File: src/rtl/serial_divider_pkg.sv
// Shared definitions for the serial BCD divider.
//   QW            quotient width (holds the largest dividend, 999)
//   DIGITS        BCD dividend digits received before the divisor nibble
//   state_t       control FSM states
//   DIV0_QUOTIENT quotient streamed when the divisor is zero
//   clamp_bcd     saturates a nibble to the BCD digit range 0..9
package serial_divider_pkg;

    localparam int unsigned QW     = 10;
    localparam int unsigned DIGITS = 3;

    typedef enum logic [1:0] {
        IDLE,
        LOAD,
        OUT
    } state_t;

    localparam logic [QW-1:0] DIV0_QUOTIENT = 10'h3FF;

    function automatic logic [3:0] clamp_bcd(input logic [3:0] d);
        return (d > 4'd9) ? 4'd9 : d;
    endfunction

endpackage

File: src/rtl/serial_divider_if.sv
// Nibble-in / bit-out stream interface of the serial divider.
//   in_valid   nibble strobe, high for 4 consecutive cycles per operation
//   in_data    hundreds, tens, units digit, then divisor
//   out_valid  high for QW consecutive cycles per result
//   out_data   quotient bit, MSB first, 0 while out_valid is low
// master: stimulus side; slave: divider side.
interface serial_divider_if;

    logic       in_valid;
    logic [3:0] in_data;
    logic       out_valid;
    logic       out_data;

    modport master (
        output in_valid,
        output in_data,
        input  out_valid,
        input  out_data
    );

    modport slave (
        input  in_valid,
        input  in_data,
        output out_valid,
        output out_data
    );

endinterface

File: src/rtl/serial_divider_div_step.sv
// One restoring-division step (combinational).
//   rem      current partial remainder (< divisor)
//   dbit     next dividend bit, shifted into the remainder LSB
//   divisor  divisor, 1..9
//   q        quotient bit for this step
//   rem_nx   partial remainder after this step
module div_step (
    input  logic [4:0] rem,
    input  logic       dbit,
    input  logic [3:0] divisor,
    output logic       q,
    output logic [4:0] rem_nx
);

    logic [5:0] shifted;
    logic [4:0] diff;

    always_comb begin
        shifted = {rem, dbit};
        // shifted never exceeds 17, so the subtraction fits in 5 bits
        diff    = shifted[4:0] - {1'b0, divisor};
        q       = (shifted >= {2'b00, divisor});
        rem_nx  = q ? diff : shifted[4:0];
    end

endmodule

File: src/rtl/serial_divider.sv
// Serial-in, serial-out decimal divider.
// Receives a 3-digit BCD dividend and a 1-digit divisor on four consecutive
// in_valid cycles, then streams the 10-bit binary quotient MSB first, one
// restoring-division step per cycle, starting the cycle after the divisor.
//   clk    system clock, rising edge
//   rst_n  synchronous reset, active HIGH (name inherited)
//   bus    serial_divider_if slave: in_valid/in_data in, out_valid/out_data out
module serial_divider
    import serial_divider_pkg::*;
(
    input  logic            clk,
    input  logic            rst_n,
    serial_divider_if.slave bus
);

    state_t        state, state_nx;
    logic [3:0]    cnt;       // nibble index while loading, step index while streaming
    logic [QW-1:0] dvd;       // dividend accumulator, then MSB-first shift register
    logic [3:0]    divisor;
    logic [4:0]    rem;

    logic [3:0]    digit;
    logic          last_nibble;
    logic          last_step;
    logic          div0;
    logic [3:0]    idx;
    logic          q_bit;
    logic [4:0]    rem_nx;

    assign digit       = clamp_bcd(bus.in_data);
    assign last_nibble = (cnt == 4'(DIGITS));
    assign last_step   = (cnt == 4'(QW - 1));
    assign div0        = (divisor == 4'd0);
    assign idx         = 4'(QW - 1) - cnt;

    div_step u_step (
        .rem     (rem),
        .dbit    (dvd[QW-1]),
        .divisor (divisor),
        .q       (q_bit),
        .rem_nx  (rem_nx)
    );

    always_ff @(posedge clk) begin
        if (rst_n) state <= IDLE;
        else       state <= state_nx;
    end

    always_comb begin
        state_nx = state;
        case (state)
            IDLE: if (bus.in_valid) state_nx = LOAD;
            LOAD: begin
                if (!bus.in_valid)    state_nx = IDLE;
                else if (last_nibble) state_nx = OUT;
            end
            OUT:  if (last_step) state_nx = IDLE;
            default: state_nx = IDLE;
        endcase
    end

    always_ff @(posedge clk) begin
        if (rst_n) begin
            cnt     <= '0;
            dvd     <= '0;
            divisor <= '0;
            rem     <= '0;
        end else begin
            case (state)
                IDLE: begin
                    if (bus.in_valid) begin
                        dvd <= QW'(digit);
                        cnt <= 4'd1;
                    end
                end
                LOAD: begin
                    if (bus.in_valid) begin
                        if (last_nibble) begin
                            divisor <= digit;
                            cnt     <= '0;
                            rem     <= '0;
                        end else begin
                            dvd <= (dvd << 3) + (dvd << 1) + QW'(digit);
                            cnt <= cnt + 4'd1;
                        end
                    end
                end
                OUT: begin
                    dvd <= {dvd[QW-2:0], 1'b0};
                    cnt <= cnt + 4'd1;
                    // a zero divisor would let the remainder grow unbounded
                    rem <= div0 ? '0 : rem_nx;
                end
                default: ;
            endcase
        end
    end

    always_comb begin
        bus.out_valid = (state == OUT);
        bus.out_data  = 1'b0;
        if (state == OUT)
            bus.out_data = div0 ? DIV0_QUOTIENT[idx] : q_bit;
    end

endmodule

File: src/flat_wrapper.sv
// flat-port wrapper written by rule: the top's interface ports become plain ports
module serial_divider_flat import serial_divider_pkg::*;
  (clk, rst_n, bus_in_valid, bus_in_data, bus_out_valid, bus_out_data);
  serial_divider_if bus_i ();
  input  logic clk;
  input  logic rst_n;
  input wire logic [$bits(bus_i.in_valid)-1:0] bus_in_valid;
  input wire logic [$bits(bus_i.in_data)-1:0] bus_in_data;
  output wire logic [$bits(bus_i.out_valid)-1:0] bus_out_valid;
  output wire logic [$bits(bus_i.out_data)-1:0] bus_out_data;
  assign bus_i.in_valid = bus_in_valid;
  assign bus_i.in_data = bus_in_data;
  assign bus_out_valid = bus_i.out_valid;
  assign bus_out_data = bus_i.out_data;
  serial_divider u_core (.clk(clk), .rst_n(rst_n), .bus(bus_i));
endmodule
File: config.mk
export PLATFORM = sky130hd
export DESIGN_NAME = serial_divider_flat
export DESIGN_NICKNAME = d
export VERILOG_FILES = /design/src/rtl/serial_divider_pkg.sv /design/src/rtl/serial_divider_if.sv /design/src/rtl/serial_divider_div_step.sv /design/src/rtl/serial_divider.sv /design/src/flat_wrapper.sv
export SDC_FILE = /design/constraint.sdc
export NUM_CORES = 1
export LEC_CHECK = 0
export CORE_MARGIN = 3
export CORE_UTILIZATION = 41
export CTS_BUF_LIST = sky130_fd_sc_hd__clkbuf_16
export DETAILED_ROUTE_END_ITERATION = 7
export PLACE_DENSITY = 0.54
export SETUP_SLACK_MARGIN = 0.4
export SYNTH_ARGS = -nofsm -noshare
export SYNTH_HDL_FRONTEND = slang
export SYNTH_SLANG_ARGS = --single-unit
File: constraint.sdc
create_clock -name clk -period 3.14 [get_ports clk]
set_input_delay 0.471 -clock clk [delete_from_list [all_inputs] [get_ports clk]]
set_output_delay 0.471 -clock clk [all_outputs]
set_load 0.005 [all_outputs]
==> impl_metrics.env, run 1 <==
export IMPL_worstPathRequired_ps=3240
export IMPL_synth_compound_area_share_pct=24.8
export IMPL_timing_critical_path_from_type="input port"
export IMPL_vias=1697
export IMPL_crit_path_end_kind="flop"
export IMPL_clk_latency_ps=260
export IMPL_synth_top_family_by_area="compound AO/OA/AOI/OAI gates"
export IMPL_max_capacitance_violation_count=0
export IMPL_clock_skew_final_ps=3.23
export IMPL_wl_per_cell_um=15.7
export IMPL_part_of_the_total_power_dissipated_in_sequential_elements_pct=43.0
export IMPL_syn_area_per_cell_um2=8.60
export IMPL_yosysSeqAreaShare_pct=25.6
export IMPL_fp_dieW_um=75.0
export IMPL_synth_net_count=260
export IMPL_synth_warning_count=0
export IMPL_timing_final_crit_share_pct=84.2
export IMPL_setup_viol=0
export IMPL_drc=0
export IMPL_port_buffers=8
export IMPL_max_freq_mhz=378
export IMPL_final_hold_violations=0
export IMPL_layout_common_cells="sky130_fd_sc_hd__dfxtp_1, sky130_fd_sc_hd__ha_1, sky130_fd_sc_hd__nor2_1, sky130_fd_sc_hd__a21oi_1, sky130_fd_sc_hd__inv_1"
export IMPL_post_synth_instance_area_um2=1950
export IMPL_finalMaxSlewViolations=0
export IMPL_drt_vias_per_instance=5.95
export IMPL_grt_setup_unrepaired="false"
export IMPL_cts_num_sinks=25
export IMPL_dp_hpwl_um=3420
export IMPL_clockBufferDepth=2
export IMPL_timing_final_crit_period_ps=2640
export IMPL_nets=267
export IMPL_drive_gt1_share_pct=9.87
export IMPL_clk_pin_slew_ps=60
export IMPL_vdd_ir_drop_worst_v=0.000266
export IMPL_share_comb_of_total_power_pct=20.7
export IMPL_power_switching_share_pct=28.3
export IMPL_io_pins=9
export IMPL_layout_commonest_cell="sky130_fd_sc_hd__dfxtp_1"
export IMPL_antenna_violations_before_repair=0
export IMPL_worstPathMaxFanout=3
export IMPL_row_count=24
export IMPL_power_clock_fraction_pct=36.3
export IMPL_fin_total_pwr_uw=794
export IMPL_number_of_cells_produced_by_synthesis=227
export IMPL_worst_min_delay_path_category="flop to flop"
export IMPL_design_core_area_um2=4470
export IMPL_hold_buffer_count_at_cts=0
export IMPL_power_switching_uw=224
export IMPL_fp_dieArea_um2=5620
export IMPL_synth_simple_gate_area_share_pct=19.9
export IMPL_power_density_nw_per_um2=365
export IMPL_instances_no_fill=285
export IMPL_post_synth_num_cell_types=58
export IMPL_p_leak_nw=0.894
export IMPL_tightestPinTransition_ps=731
export IMPL_antennaDiodeCount=0
export IMPL_detailedRoute_firstIterationViolations=66
export IMPL_firstDrtPassIters=4
export IMPL_area_growth_synth_to_final_pct=11.4
export IMPL_global_route_overflow_total=0
export IMPL_synthAdderAreaFrac_pct=17.8
export IMPL_route_antenna_remaining_nets=0
export IMPL_synth_xor_xnor_area_share_pct=2.69
export IMPL_cts_inserted_buffers=3
export IMPL_tritoncts="built"
export IMPL_first_global_vias=1735
export IMPL_outcome="completed"
export IMPL_post_synth_mux_area_share_pct=3.59
export IMPL_fin_util_pct=48.6
export IMPL_worst_slew_margin_rel_pct=51.2
export IMPL_worst_endpoint_arrival_ps=2750
export IMPL_internal_power_uw=570
export IMPL_synth_ff_latch_count=25
export IMPL_drt_wl_total_um=4480
export IMPL_first_pass_grt_wire_length_um=7760
export IMPL_postSynth_topFlopCell="sky130_fd_sc_hd__dfxtp_1"
export IMPL_sum_of_negative_setup_slack_ps=0
export IMPL_track_usage_pct=17.6
export IMPL_finalWeightedCongestion=0.863
export IMPL_placedCellCount=279
export IMPL_crit_type="input port to flop"
export IMPL_grt_max_degree=21
export IMPL_nFillCells=441
export IMPL_synth_async_reset_ratio_pct=0
export IMPL_clk_root_buffer_cell="sky130_fd_sc_hd__clkbuf_16"
export IMPL_post_synth_edffs=0
export IMPL_floorplan_initialDensity_pct=43.6
export IMPL_die_height_um=75.0
export IMPL_cts_htree_levels=1
## sequential cells by signal (all words and copies together) (netlist names)
signal,cells
u_core.divisor,4
u_core.state,2
u_core.rem,5
u_core.cnt,4
u_core.dvd,10
## cells by family (layout without fill, tap and decap cells)
| family | after synthesis | in the layout |
|---|---|---|
| fa+ha+maj | 26 | 26 |
| flops | 25 | 25 |
| simple gates | 71 | 71 |
| mux | 7 | 7 |
| buf+inv | 25 | 31 |
| compound gates | 67 | 67 |
| xor+xnor | 6 | 6 |
## path summary, 6_finish.rpt
kind         cells past startpoint             to  slack, ps      startpoint
max                             11  u_core.dvd[8]        500  bus_in_data[1]
min                              2  u_core.rem[4]        490   u_core.rem[4]
max reg2reg                      8  u_core.dvd[8]        840   u_core.dvd[0]
min reg2reg                      2  u_core.rem[4]        490   u_core.rem[4]
## worst max-delay path: stages
cell and delay (ps):
sky130_fd_sc_hd__clkdlybuf4s50_1 480, sky130_fd_sc_hd__nor2b_1 240, sky130_fd_sc_hd__ha_1 200, sky130_fd_sc_hd__ha_1 180, sky130_fd_sc_hd__inv_1 60, sky130_fd_sc_hd__fa_2 370, sky130_fd_sc_hd__nor2b_4 130, sky130_fd_sc_hd__o2111ai_1 150
sky130_fd_sc_hd__and3_1 220, sky130_fd_sc_hd__o21bai_1 150, sky130_fd_sc_hd__a311oi_1 100
## cell type report
class | instances | area (um2) | area share [%]
clock buffer | 3 | 75.1 | 3.45
clock inverter | 1 | 5.00 | 0.230
inverter | 16 | 60.1 | 2.76
multi-input combinational | 177 | 1370 | 62.8
tap | 52 | 65.1 | 2.99
sequential | 25 | 500 | 23.0
timing repair buffer | 11 | 104 | 4.78
## repair_timing
item | in CTS | in global routing
hold endpoints to repair | 0 | 0
setup endpoints to repair | 3 | 4
pin swaps | 0 | 2
setup buffers | 0 | 2
resized for setup | 2 | 7
## through the flow
step / setup slack [ps] / cell area (um2) / hold slack [ps]
2_1_floorplan: 791 / 1950 / 426
4_1_cts: 332 / 2140 / 488
5_1_grt: 425 / 2170 / 532
3_5_place_dp: 12.3 / 2060 / 474
3_3_place_gp: 115 / 2060 / 443
6_report: 496 / 2170 / 486
## power groups by stage
| stage | Sequential [mW] | Combinational [mW] | Clock (mW) |
|---|---|---|---|
| after floorplan | 0.345 | 0.121 | 0 |
| after global placement | 0.349 | 0.155 | 0 |
| after detailed placement | 0.349 | 0.160 | 0 |
| after CTS | 0.341 | 0.161 | 0.296 |
| after global routing | 0.343 | 0.184 | 0.307 |
| final | 0.342 | 0.164 | 0.288 |
## synth_stat cells (all sizes together), types with 4 or more instances
cell type  instances  area share [%]
dfxtp             25              26
xnor2              5             2.2
and3               4             1.4
nor2b              6             1.9
nor3               4             1.3
inv               16             3.1
nand3              6             1.5
ha                23              15
a21oi             19             4.9
nand2             15             2.9
o211ai             5             1.9
mux2i              7             3.6
o21ai              7             1.8
nor2              21             4.0
clkbuf             7             1.9
## routing by layer
metal  vias to the layer above  part of all wire [%]  GRT usage [%]
met5                         -                     0              0
li1                        856                     -              -
met1                       815                    49           22.5
met4                         0                   1.1           4.55
met3                         7                   2.3           3.07
met2                        19                    48           30.5
(Power assumes the default switching activity.)
==> run 2: changes to the inputs <==
==> constraint.sdc (replaced) <==
create_clock -name clk -period 2.5 [get_ports clk]
set_input_delay 0.375 -clock clk [delete_from_list [all_inputs] [get_ports clk]]
set_output_delay 0.375 -clock clk [all_outputs]
set_load 0.005 [all_outputs]
==> run 2 against run 1 <==
  * Register-to-register slack got worse by 560 ps
  * Critical path depth decreased by 3
  * Sequential cell count unchanged
  * Clock power increased by 21%
  * Sequential share of layout area decreased by 2.2 points
  * Die area unchanged
  * Sequential power increased by 26%
  * Largest power group unchanged
  * Routed wire length increased by 4.9%
  * Critical endpoint unchanged
==> impl_metrics.env, run 2 (same netlist as run 1, synthesis figures left out) <==
export IMPL_total_buffers_and_inverters_traversed_by_the_critical_path=1
export IMPL_antennaDiodeCount=0
export IMPL_finalWeightedCongestion=0.891
export IMPL_critical_path_cell_chain="fa_2, inv_2, fa_2, nor2b_4, o2111ai_2, a21oi_2, o21bai_1, a311oi_1"
export IMPL_hold_buffer_count_at_cts=0
export IMPL_worst_endpoint_arrival_ps=2380
export IMPL_max_capacitance_violation_count=0
export IMPL_clockBufferDepth=2
export IMPL_slowest_stage="sky130_fd_sc_hd__fa_2"
export IMPL_part_of_the_total_power_dissipated_in_sequential_elements_pct=40.6
export IMPL_timing_final_crit_period_ps=2220
export IMPL_power_density_nw_per_um2=436
export IMPL_drive_gt1_share_pct=26.0
export IMPL_p_leak_nw=0.993
export IMPL_worstPathMaxFanout=2
export IMPL_cts_inserted_buffers=3
export IMPL_drc=0
export IMPL_nFillCells=425
export IMPL_tritoncts="built"
export IMPL_die_height_um=75.0
export IMPL_placedCellCount=292
export IMPL_timing_critical_path_from_type="flop"
export IMPL_worstPathRequired_ps=2660
export IMPL_crit_type="flop to flop"
export IMPL_timing_final_crit_share_pct=88.9
export IMPL_global_route_overflow_total=0
export IMPL_nets=284
export IMPL_largest_reg_flops=10
export IMPL_clk_latency_ps=260
export IMPL_setup_viol=0
export IMPL_max_freq_mhz=450
export IMPL_row_count=24
export IMPL_tightestPinTransition_ps=603
export IMPL_cts_num_sinks=25
export IMPL_io_pins=9
export IMPL_finalMaxSlewViolations=0
export IMPL_route_antenna_remaining_nets=0
export IMPL_cp_max_stage_delay_ps=570
export IMPL_fp_dieW_um=75.0
export IMPL_vdd_ir_drop_worst_v=0.000279
export IMPL_cts_htree_levels=1
export IMPL_drt_wl_total_um=4700
export IMPL_layout_commonest_cell="sky130_fd_sc_hd__dfxtp_1"
export IMPL_firstDrtPassIters=4
export IMPL_design_core_area_um2=4470
export IMPL_drt_vias_per_instance=5.96
export IMPL_share_comb_of_total_power_pct=26.6
export IMPL_power_switching_uw=295
export IMPL_power_switching_share_pct=27.8
export IMPL_clock_skew_final_ps=2.74
export IMPL_critical_path_top_delay_family="adder cells"
export IMPL_clk_pin_slew_ps=60
export IMPL_clk_root_buffer_cell="sky130_fd_sc_hd__clkbuf_16"
export IMPL_port_buffers=8
export IMPL_fp_dieArea_um2=5620
export IMPL_critical_path_top_cell_by_count="sky130_fd_sc_hd__fa_2"
export IMPL_worst_slew_margin_rel_pct=58.6
export IMPL_first_pass_grt_wire_length_um=7950
export IMPL_antenna_violations_before_repair=0
export IMPL_area_occupied_by_multi_input_gates_um2=1500
export IMPL_dp_hpwl_um=3520
export IMPL_grt_max_degree=17
export IMPL_layout_area_seq_um2=507
export IMPL_track_usage_pct=17.8
export IMPL_wl_per_cell_um=15.6
export IMPL_max_flop_register="u_core.dvd"
export IMPL_power_clock_fraction_pct=32.8
export IMPL_layout_common_cells="sky130_fd_sc_hd__dfxtp_1, sky130_fd_sc_hd__nor2_1, sky130_fd_sc_hd__buf_4, sky130_fd_sc_hd__ha_1"
export IMPL_floorplan_initialDensity_pct=43.6
export IMPL_instances_no_fill=302
export IMPL_internal_power_uw=766
export IMPL_final_hold_violations=0
export IMPL_fin_total_pwr_mw=1.06
export IMPL_crit_path_end_kind="flop"
export IMPL_grt_setup_unrepaired="true"
export IMPL_detailedRoute_firstIterationViolations=68
export IMPL_vias=1801
export IMPL_top_regs="u_core.dvd (10), u_core.rem (5)"
export IMPL_outcome="completed"
export IMPL_area_growth_synth_to_final_pct=24.7
export IMPL_first_global_vias=1709
export IMPL_worst_min_delay_path_category="flop to flop"
==> run 2: repair_timing <==
item	in CTS	in global routing
endpoints found under the setup margin	12	12
setup buffers	4	2
pin swaps	16	14
gates resized for setup	24	19
==> run 2: worst register-to-register path, cell delays in order (launching register included) <==
cell and delay [ps]:
sky130_fd_sc_hd__dfxtp_4 350, sky130_fd_sc_hd__fa_2 570, sky130_fd_sc_hd__inv_2 40, sky130_fd_sc_hd__fa_2 370, sky130_fd_sc_hd__nor2b_4 140, sky130_fd_sc_hd__o2111ai_2 170, sky130_fd_sc_hd__a21oi_2 140, sky130_fd_sc_hd__o21bai_1 70
sky130_fd_sc_hd__a311oi_1 280
==> run 2: path summary, 6_finish.rpt <==
path | startpoint | cells after the start | end | slack (ps)
worst min register to register | u_core.rem[4] | 2 | u_core.rem[4] | 480
worst max register to register | u_core.dvd[0] | 8 | u_core.dvd[8] | 280
worst min-delay path | u_core.rem[4] | 2 | u_core.rem[4] | 480
worst max-delay path | u_core.dvd[0] | 8 | u_core.dvd[8] | 280
==> run 2: metrics by stage <==
stage                     setup WS [ps]  utilization, %  area (um2)  hold slack [ps]  TNS [ps]
after floorplan                     345               -        1990              426         0
after global placement             -277            49.0        2190              444     -1480
after detailed placement           -371            49.0        2190              458     -1980
after CTS                           201            52.6        2350              472         0
after global routing                158            54.4        2430              519         0
final                               278            54.4        2430              481         0
==> run 2: cell type report <==
class / count / area share (%)
multi-input combinational: 177 / 61.5
sequential: 25 / 20.8
timing repair buffer: 28 / 9.30
clock buffer: 3 / 3.08
tap: 52 / 2.67
inverter: 16 / 2.47
clock inverter: 1 / 0.154
==> run 2: power by group through the flow <==
stage	registers (mW)	clock network, mW	logic, mW
final	0.431	0.348	0.283
after global routing	0.433	0.368	0.312
after CTS	0.430	0.356	0.260
after detailed placement	0.440	0	0.236
after global placement	0.440	0	0.228
after floorplan	0.434	0	0.159
==> run 2: metal layers <==
| metal | GRT usage [%] | wire (um) | vias up |
|---|---|---|---|
| li1 | - | - | 885 |
| met1 | 26.0 | 2270 | 880 |
| met2 | 28.0 | 2250 | 36 |
| met3 | 3.34 | 175 | 0 |
| met4 | 1.98 | 0 | 0 |
| met5 | 0 | 0 | - |
==> run 3: changes to the inputs <==
--- a/config.mk
+++ b/config.mk
@@ -5,11 +5,13 @@
 export SDC_FILE = /design/constraint.sdc
 export NUM_CORES = 1
 export LEC_CHECK = 0
+export ABC_CLOCK_PERIOD_IN_PS = 2500
+export CAP_MARGIN = 20
 export CORE_MARGIN = 3
-export CORE_UTILIZATION = 41
+export CORE_UTILIZATION = 35
 export CTS_BUF_LIST = sky130_fd_sc_hd__clkbuf_16
 export DETAILED_ROUTE_END_ITERATION = 7
-export PLACE_DENSITY = 0.54
+export PLACE_DENSITY = 0.47
 export SETUP_SLACK_MARGIN = 0.4
 export SYNTH_ARGS = -nofsm -noshare
 export SYNTH_HDL_FRONTEND = slang
==> run 3 against run 2 <==
  * Routed wire length increased by 3.8%
  * Critical path type unchanged
  * Critical path depth stayed put
  * Worst setup slack lost 2.1 ps
  * Count of clock-buffer cells in the layout unchanged
  * Non-clock buffer count rose by 1
  * Clock power grew 1%
  * First-iteration DRC count grew 25%
  * Sequential power hardly changed
  * Global-route usage is 2.3 points lower
  * Utilization down 7.0 points
  * Power about the same
==> impl_metrics.env, run 3 (same netlist as run 1, synthesis figures left out) <==
export IMPL_power_switching_uw=303
export IMPL_nets=285
export IMPL_critical_path_top_delay_family="compound AO/OA/AOI/OAI gates"
export IMPL_power_clock_fraction_pct=33.2
export IMPL_cp_max_stage_delay_ps=570
export IMPL_first_global_vias=1677
export IMPL_antennaDiodeCount=0
export IMPL_clk_pin_slew_ps=60
export IMPL_placedCellCount=309
export IMPL_tritoncts="built"
export IMPL_die_height_um=80.7
export IMPL_worstPathMaxFanout=4
export IMPL_regToRegStartpoint="u_core.dvd[2]"
export IMPL_cts_inserted_buffers=3
export IMPL_area_growth_synth_to_final_pct=27.2
export IMPL_p_leak_nw=0.999
export IMPL_fp_dieW_um=80.7
export IMPL_top_regs="u_core.dvd (10), u_core.rem (5)"
export IMPL_timing_hold_worst_start="u_core.rem[4]"
export IMPL_clock_skew_final_ps=3.01
export IMPL_track_usage_pct=15.5
export IMPL_layout_common_cells="sky130_fd_sc_hd__dfxtp_1, sky130_fd_sc_hd__nor2_1, sky130_fd_sc_hd__buf_4, sky130_fd_sc_hd__ha_1"
export IMPL_fin_total_pwr_mw=1.06
export IMPL_row_count=26
export IMPL_whs_ps=482
export IMPL_first_pass_grt_wire_length_um=7890
export IMPL_wl_per_cell_um=15.2
export IMPL_global_route_overflow_total=0
export IMPL_timing_critical_path_from_type="flop"
export IMPL_worst_min_delay_path_category="flop to flop"
export IMPL_finalWeightedCongestion=0.863
export IMPL_fin_util_pct=47.4
export IMPL_route_antenna_remaining_nets=0
export IMPL_port_buffers=8
export IMPL_total_length_of_routed_met2_wires_um=2330
export IMPL_final_critical_path_setup_slack_ps=275
export IMPL_clk_root_buffer_cell="sky130_fd_sc_hd__clkbuf_16"
export IMPL_crit_path_end_kind="flop"
export IMPL_internal_power_uw=759
export IMPL_nFillCells=502
export IMPL_drt_wl_total_um=4880
export IMPL_layout_commonest_cell="sky130_fd_sc_hd__dfxtp_1"
export IMPL_timing_final_crit_period_ps=2220
export IMPL_finalMaxSlewViolations=0
export IMPL_vdd_ir_drop_worst_v=0.000215
export IMPL_timing_final_crit_share_pct=89.0
export IMPL_largest_reg_flops=10
export IMPL_post_place_ws_ps=-356
export IMPL_antenna_violations_before_repair=0
export IMPL_design_core_area_um2=5240
export IMPL_fp_dieArea_um2=6510
export IMPL_tightestPinTransition_ps=544
export IMPL_cts_htree_levels=1
export IMPL_slowest_stage="sky130_fd_sc_hd__fa_1"
export IMPL_power_switching_share_pct=28.5
export IMPL_final_hold_violations=0
export IMPL_setup_viol=0
export IMPL_clockBufferDepth=2
export IMPL_worst_endpoint_arrival_ps=2370
export IMPL_worst_slew_margin_rel_pct=62.7
export IMPL_crit_type="flop to flop"
export IMPL_wirelength_met1_um=2390
export IMPL_detailedRoute_firstIterationViolations=85
export IMPL_max_capacitance_violation_count=0
export IMPL_dp_hpwl_um=3580
export IMPL_worstPathRequired_ps=2640
export IMPL_drc=0
export IMPL_grt_setup_unrepaired="true"
export IMPL_outcome="completed"
export IMPL_grt_max_degree=17
export IMPL_max_flop_register="u_core.dvd"
export IMPL_instances_no_fill=321
export IMPL_critical_path_cell_chain="fa_1, buf_4, ha_4, a211o_1, o211ai_1, nor3_2, o311ai_2, a21oi_1"
export IMPL_cts_num_sinks=25
export IMPL_vias=1782
export IMPL_drive_gt1_share_pct=27.1
export IMPL_total_buffers_and_inverters_traversed_by_the_critical_path=1
export IMPL_drt_vias_per_instance=5.55
export IMPL_io_pins=9
export IMPL_routed_top_layer="met4"
export IMPL_critPathLaunch="u_core.dvd[2]"
export IMPL_power_density_nw_per_um2=428
export IMPL_floorplan_initialDensity_pct=37.3
export IMPL_firstDrtPassIters=4
export IMPL_clk_latency_ps=260
export IMPL_max_freq_mhz=450
export IMPL_wl_met3_um=136
export IMPL_part_of_the_total_power_dissipated_in_sequential_elements_pct=40.5
export IMPL_share_comb_of_total_power_pct=26.3
==> run 3: worst min-delay path: cells and delay by family (launching register included) <==
kind,cells,cell delay (ps)
DFF,1,330
AOI/OAI and AO/OA,1,60
and+or+nand+nor,1,50
==> run 3: final timing paths <==
kind / endpoint / cells past startpoint / slack (ps)
min: u_core.rem[4] / 2 / 480
max: u_core.dvd[7] / 8 / 280
min reg2reg: u_core.rem[4] / 2 / 480
max reg2reg: u_core.dvd[7] / 8 / 280
==> run 3: final cells by class <==
type	count	area (um2)	share of cell area, %
Multi-Input combinational cell	177	1510	60.9
Sequential cell	25	509	20.5
Timing Repair Buffer	29	235	9.47
Tap cell	70	87.6	3.53
Clock buffer	3	75.1	3.02
Inverter	16	60.1	2.42
Clock inverter	1	3.75	0.151
==> run 3: routing by layer <==
metal	GRT usage, %	vias to the layer above
li1	-	889
met1	21.0	864
met2	24.7	27
met3	2.91	2
met4	4.73	0
met5	0	-
==> run 3: stage by stage <==
| stage | cell area, um2 | TNS [ps] |
|---|---|---|
| 2_1_floorplan | 1990 | 0 |
| 3_3_place_gp | 2210 | -1510 |
| 3_5_place_dp | 2210 | -1870 |
| 4_1_cts | 2380 | 0 |
| 5_1_grt | 2480 | 0 |
| 6_report | 2480 | 0 |
==> run 3: timing repair <==
action,CTS,global route
pin swaps,15,16
resized for setup,23,19
buffers inserted,4,4
hold buffers,0,0
setup endpoints to repair,11,12
==> run 3: power groups by stage <==
stage               registers [mW]  clock network [mW]  logic (mW)
floorplan                    0.434                   0       0.159
global placement             0.440                   0       0.223
detailed placement           0.440                   0       0.231
CTS                          0.430               0.370       0.256
global route                 0.431               0.383       0.305
finish                       0.430               0.353       0.279
